$ cat src/rtl/spi_transfer_controller.sv
// Sequences one full-duplex SPI byte transfer: loads the sender, drives SCLK/CS_N,
// strobes the receiver and hands the received byte back through a START/BUSY/DONE handshake.
module spi_transfer_controller #(
  parameter int CLK_DIV  = 2,
  parameter int CS_SETUP = 2,
  parameter int CS_HOLD  = 2
) (
  input  logic       CLK,
  input  logic       CLR,
  input  logic       START,
  input  logic       ABORT,
  input  logic [7:0] TX_DATA,
  input  logic [7:0] RX_BUS,
  output logic [7:0] SR_DATA,
  output logic       WRITE,
  output logic       TE,
  output logic       RE,
  output logic       READ,
  output logic       SCLK,
  output logic       CS_N,
  output logic       BUSY,
  output logic       DONE,
  output logic       ABORTED,
  output logic [7:0] RX_DATA
);

  typedef enum logic [2:0] {
    ST_IDLE,
    ST_LOAD,
    ST_SETUP,
    ST_SHIFT,
    ST_HOLD,
    ST_READ,
    ST_DONE
  } state_t;

  localparam logic [7:0] DIV_LAST   = 8'(CLK_DIV - 1);
  localparam logic [7:0] SETUP_LAST = 8'(CS_SETUP - 1);
  localparam logic [7:0] HOLD_LAST  = (CS_HOLD == 0) ? 8'd0 : 8'(CS_HOLD - 1);

  state_t     state;
  state_t     state_next;
  logic [7:0] div_cnt;
  logic [7:0] cs_cnt;
  logic [2:0] bit_cnt;
  logic       sclk_phase;
  logic       div_end;
  logic       period_end;
  logic       accept;

  assign div_end    = (div_cnt == DIV_LAST);
  assign period_end = div_end && sclk_phase;
  assign accept     = START && ((state == ST_IDLE) || ((state == ST_DONE) && !ABORT));

  always_comb begin
    state_next = state;
    if ((state != ST_IDLE) && ABORT) begin
      state_next = ST_IDLE;
    end else begin
      case (state)
        ST_IDLE:  if (START) state_next = ST_LOAD;
        ST_LOAD:  state_next = ST_SETUP;
        ST_SETUP: if (cs_cnt == SETUP_LAST) state_next = ST_SHIFT;
        ST_SHIFT: begin
          if (period_end && (bit_cnt == 3'd7))
            state_next = (CS_HOLD == 0) ? ST_READ : ST_HOLD;
        end
        ST_HOLD:  if (cs_cnt == HOLD_LAST) state_next = ST_READ;
        ST_READ:  state_next = ST_DONE;
        ST_DONE:  state_next = START ? ST_LOAD : ST_IDLE;
        default:  state_next = ST_IDLE;
      endcase
    end
  end

  // Every counter restarts from zero on any state change, so each state sees a fresh count.
  always_ff @(posedge CLK or negedge CLR) begin
    if (!CLR) begin
      state      <= ST_IDLE;
      div_cnt    <= 8'd0;
      cs_cnt     <= 8'd0;
      bit_cnt    <= 3'd0;
      sclk_phase <= 1'b0;
    end else begin
      state <= state_next;
      if (state_next != state) begin
        div_cnt    <= 8'd0;
        cs_cnt     <= 8'd0;
        bit_cnt    <= 3'd0;
        sclk_phase <= 1'b0;
      end else begin
        if ((state == ST_SETUP) || (state == ST_HOLD))
          cs_cnt <= cs_cnt + 8'd1;
        if (state == ST_SHIFT) begin
          if (div_end) begin
            div_cnt    <= 8'd0;
            sclk_phase <= ~sclk_phase;
            if (sclk_phase)
              bit_cnt <= bit_cnt + 3'd1;
          end else begin
            div_cnt <= div_cnt + 8'd1;
          end
        end
      end
    end
  end

  always_ff @(posedge CLK or negedge CLR) begin
    if (!CLR) begin
      SR_DATA <= 8'h00;
      RX_DATA <= 8'h00;
      ABORTED <= 1'b0;
    end else begin
      if (accept)
        SR_DATA <= TX_DATA;
      if ((state == ST_READ) && !ABORT)
        RX_DATA <= RX_BUS;
      ABORTED <= ABORT && (state != ST_IDLE);
    end
  end

  // Strobes decode straight from the state register so reset forces them inactive at once.
  assign WRITE = (state == ST_LOAD);
  assign TE    = (state == ST_SHIFT);
  assign RE    = (state == ST_SHIFT);
  assign READ  = (state == ST_READ);
  assign SCLK  = (state == ST_SHIFT) && sclk_phase;
  assign CS_N  = !((state == ST_SETUP) || (state == ST_SHIFT) || (state == ST_HOLD));
  assign BUSY  = (state != ST_IDLE);
  assign DONE  = (state == ST_DONE);

endmodule

$ cat config.mk
export PLATFORM = sky130hd
export DESIGN_NAME = spi_transfer_controller
export DESIGN_NICKNAME = d
export VERILOG_FILES = /design/src/rtl/spi_transfer_controller.sv
export SDC_FILE = /design/constraint.sdc
export NUM_CORES = 1
export LEC_CHECK = 0
export CORE_UTILIZATION = 54
export DETAILED_ROUTE_END_ITERATION = 10
export GPL_TIMING_DRIVEN = 0
export PLACE_DENSITY = 0.95
export SLEW_MARGIN = 20
export SYNTH_ARGS = -nofsm -noshare
export SYNTH_HDL_FRONTEND = slang
export SYNTH_SLANG_ARGS = --single-unit
$ cat constraint.sdc
create_clock -name CLK -period 5.55 [get_ports CLK]
set_input_delay 0.8325 -clock CLK [delete_from_list [all_inputs] [get_ports CLK]]
set_output_delay 0.8325 -clock CLK [all_outputs]
set_load 0.005 [all_outputs]
# After elaboration in Yosys (flattened, before gate mapping)
# Index checks and enable logic that the tools add are counted.
# classes
n_reduce_logical,21
eq_ne,10
addsub,3
bitwise_logic,1
n_mux,19
# ops
op,count
two-way mux 8 bit,5
two-way mux 3 bit,9
case mux 3 bit (7 select lines),1
"adder 8 x 1 -> 8 bit, second input constant",2
"equality test 8 x 1 -> 1 bit, second input constant",2
"equality test 3 bit, second input constant",4
nonzero test 2 bit,4
logical AND 1 bit,7
"equality test 3 x 2 -> 1 bit, second input constant",2
logical OR 1 bit,4
two-way mux 1 bit,4
"adder 3 x 1 -> 3 bit, second input constant",1
"equality test 3 x 1 -> 1 bit, second input constant",1
zero test 3 bit,1
inequality test 3 bit,1
AND reduction 3 bit,1
nonzero test 3 bit,1
zero test 1 bit,2
AND reduction 2 bit,1
inverter 1 bit,1
# word_totals
register_bits,40
in_bits,20
word_cells,62

# Longest topological paths before layout
# depth
depth_word,9
mapped_depth,8
mapped_depth_nobuf,7

# Worst setup path after synthesis
# OpenSTA, ideal clock, no wires.
# synth_path
path_type,input -> register
startpoint,in ABORT
endpoint,reg cs_cnt[1]
arrival_time_ps,2133
setup_ps,87
required_time_ps,5463
cell_stages,5
path_slack_ps,3330
cell_sequence,clkbuf_1 or4_1 a311o_1 buf_6 a211oi_2
# synth_between
elab_chain_cells,4
elab_cells_between_ends,5
classes_between,1 x eq/ne; 2 x mux; 2 x reduce/logical
# synth_rtl
element,line,text
"start, declared",11,"input logic ABORT,"
logical AND 1 bit (*),57,if ((state != ST_IDLE) && ABORT) begin
two-way mux 3 bit (*),57,
inequality test 3 bit (*),86,if (state_next != state) begin
two-way mux 8 bit or nonzero test 2 bit (tied branches),n/a,
"end signal, assigned",93,cs_cnt <= cs_cnt + 8'd1;
"end, declared",44,logic [7:0] cs_cnt;
# Mark *: on every way between the ends. The rest lies on a longest branch, timed or not.
# A chain may end at the register's enable or synchronous reset.

# Final worst setup path
# layout_path
startpoint,reg state[2]
endpoint,out SCLK
# layout_between
elab_chain_cells,2
# layout_rtl
element,line,text
"start, declared",41,state_t state;
"start signal, assigned",85,state <= state_next;
equality test 3 x 2 -> 1 bit,127,assign SCLK = (state == ST_SHIFT) && sclk_phase;
logical AND 1 bit,127,
"end, declared",19,"output logic SCLK,"
# No other way between the ends.

==> reports/results.txt <==
Final hold vios = 0
DRC = 0
Post-CTS Setup Repair Bufs = 0
Main combinational cell family by area after synthesis = simple AND/OR/NAND/NOR gates
Routed Antenna Nets = 0
CTS max path bufs = 2
Fill cells = 216
Syn_area_per_cell = 10.81 um2
Number of clock sinks = 40
Layout area overhead = 30.31%
Yosys cell types = 38
Yosys top cell area share = 50.31%
Via count = 1505
Critical Path RT = 4.72 ns
Psw = 250.7 uW
DR vias/cell = 5.337
Worst Path Arrival = 2.10 ns
Flops & latches, synth = 40
Most frequent cells in the layout = clkdlybuf4s50_1 (42), dfrtp_1 (40), nor2_1 (30)
Status = finished, final reports clean
IO Pins = 45
Port buffer count = 43
First-pass DRT Iterations = 6
Static leakage = 0.001144 uW
DPL Wire Length = 3081 um
ANT cells = 0
Clk pwr share = 23.3%
Die outline height = 62.70 um
Critical Path Sink Type = output port
Ratio of cells with drive above 1 in the final layout = 16.53%
Setup TNS after final layout = 0 ns
Commonest non-fill, non-tap cell in the layout = clkdlybuf4s50_1
Antenna violations before repair = 0
Worst Tran Pin Value = 0.6406 ns
Hold WC Path Type = input pin to async pin
Final period utilization = 52.89%
Fraction of synthesized area in multiplexers = 11.07%
GRT Overall Usage = 23.40%
Cells after Synth = 184
Mapped Area = 0.001989 mm2
Hold_buf cts = 0
H-tree levels = 2
MaxCap Viol Count = 0
Number of global-route vias before repair = 1517
Top Metal Used = met4
Core ar. = 0.003442 mm2
Slew margin rel. = 57.11%
Final #Nets = 261
DRT met1 WL = 1736 um
Clk_skew = 0.006058 ns
Post-synthesis sequential area ratio = 50.31%
Logic pwr share = 35.1%
Yosys top cell by area = dfrtp_1
Final setup vio count = 0
Global placement routability congestion = 0.8668
Synth Area in XOR/XNOR = 7.044%
Max FO, Critical Path = 10
Post-Synth Simple-Gate Area = 20.13%
Final WL = 4134 um
Adder-Cell Fraction of Synth Area = 3.774%
Initial Utilization = 57.80%
Max Slew Vio Count = 0
Worst vdd ir = 0.2335 mV
GR Overflow Total = 0
Pwr/cell area = 327.8 mW/mm2
Fin Hold WS = 0.4715 ns
RSZ-0062 raised after global routing = no
Syn nets = 210
Routed length on met3 = 179 um
Die width = 62.70 um
Iter 0 DRT Violations = 92
CP Launch Type = flip-flop
Yosys warns = 0
Worst Setup Path Type = flip-flop to output port
Fin crit period = 2.936 ns
Met2 Wirelength = 2141 um
Clock-pin slew on the worst setup and hold paths = 0.08 ns
Synth top area cells = dfrtp_1 (50%), mux2_2 (9.1%), nor2_1 (5.7%), xor2_1 (4.4%), ha_1 (3.8%)
Number of buffers created by CTS = 5
Max Clock Freq = 340.7 MHz
Row count = 21
P_int = 599.1 uW
WL per Instance = 14.66 um
Die ar. = 0.003931 mm2
CTS tree = built
Compound-gate portion of the synthesized area = 3.962%
Sw frac = 29.50%
Largest net degree at the start of global routing = 24
Cts repair resizes = 0
First-pass GRT wire length = 7017 um
Sequential share of power = 41.6%
CTS root buffer = clkbuf_8
Worst skew pair latency = 0.30 ns
==> worst paths after layout <==
check | endpoint | start | slack (ns) | cells after the start
hold reg to reg | SR_DATA[5]$_DFFE_PN0P_ | SR_DATA[5]$_DFFE_PN0P_ | 0.51 | 1
min in group CLK | SR_DATA[5]$_DFFE_PN0P_ | SR_DATA[5]$_DFFE_PN0P_ | 0.51 | 1
hold / removal | RX_DATA[3]$_DFFE_PN0P_ | CLR | 0.47 | 1
setup / recovery | SCLK | state[2]$_DFF_PN0_ | 2.61 | 5
max in group asynchronous | bit_cnt[1]$_DFFE_PN0P_ | CLR | 4.61 | 2
setup reg to reg | cs_cnt[1]$_DFFE_PN0P_ | bit_cnt[0]$_DFFE_PN0P_ | 3.39 | 8
==> Yosys cell counts (all sizes together) <==
library cell,count
dfrtp,40
nor2,31
mux2,16
nand2,11
xor2,10
buf,6
ha,6
xnor2,6
a21oi,5
and2,5
nand3,5
nor3,5
inv,4
mux2i,4
clkbuf,3
nand3b,3
nand4,3
nor2b,3
and3,2
nor3b,2
nor4,2
or3,2
a211o,1
a211oi,1
a311o,1
and4,1
nand2b,1
o21ai,1
o21ba,1
o31ai,1
or4,1
or4b,1
==> cell families (layout without fill, tap and decap cells) <==
group	after synthesis	in the layout
flip-flops	40	40
XOR/XNOR	16	16
adder cells (fa/ha/maj)	6	6
buffers and inverters	13	65
multiplexers	20	20
AND/OR/NAND/NOR	78	78
AO/OA/AOI/OAI	11	11
==> power groups by stage <==
| stage | sequential (uW) | clock [uW] | combinational, uW |
|---|---|---|---|
| 2_1_floorplan | 362 | 0 | 150 |
| 3_3_place_gp | 357 | 0 | 288 |
| 3_5_place_dp | 360 | 0 | 299 |
| 4_1_cts | 354 | 204 | 300 |
| 5_1_grt | 360 | 216 | 323 |
| 6_report | 354 | 198 | 298 |
==> cell type report <==
class,count,area [um2],area share (%)
flip-flops and latches,40,1001,38.61
well taps,46,57.56,2.220
inverters,4,15.01,0.5791
clock buffers,6,82.58,3.185
multi-input cells,131,914.6,35.28
repair buffers,44,452.9,17.47
clock inverters,2,10.01,0.3861
plain buffers,9,58.81,2.268
==> sequential cells by signal (all words and copies together), names as in the netlist <==
register	count
ABORTED	1
SR_DATA	8
RX_DATA	8
state	3
sclk_phase	1
bit_cnt	3
cs_cnt	8
div_cnt	8
==> critical path, stage by stage, from the launching register on <==
cell             delay [ns]
dfrtp_1                0.36
buf_4                  0.16
nand3b_1               0.28
inv_1                  0.31
and2_1                 0.20
clkdlybuf4s50_1        0.50
==> through the flow <==
stage	total power, uW	std cells	area, um2	worst slack (ns)	util, %
finish	849.8	282	2592	2.614	75.32
global route	899.3	282	2592	2.494	75.32
CTS	857.8	282	2592	2.615	75.32
detailed placement	659.1	274	2500	2.948	72.63
global placement	644.7	273	2477	2.688	71.97
floorplan	512.4	184	1989	3.330	-
==> layer usage <==
metal,global-route usage (%),up-vias
li1,-,723
met1,27.83,720
met4,8.430,0
met3,5.839,9
met5,0,-
met2,40.76,53
Note: power is estimated with default switching activity, not from simulation.
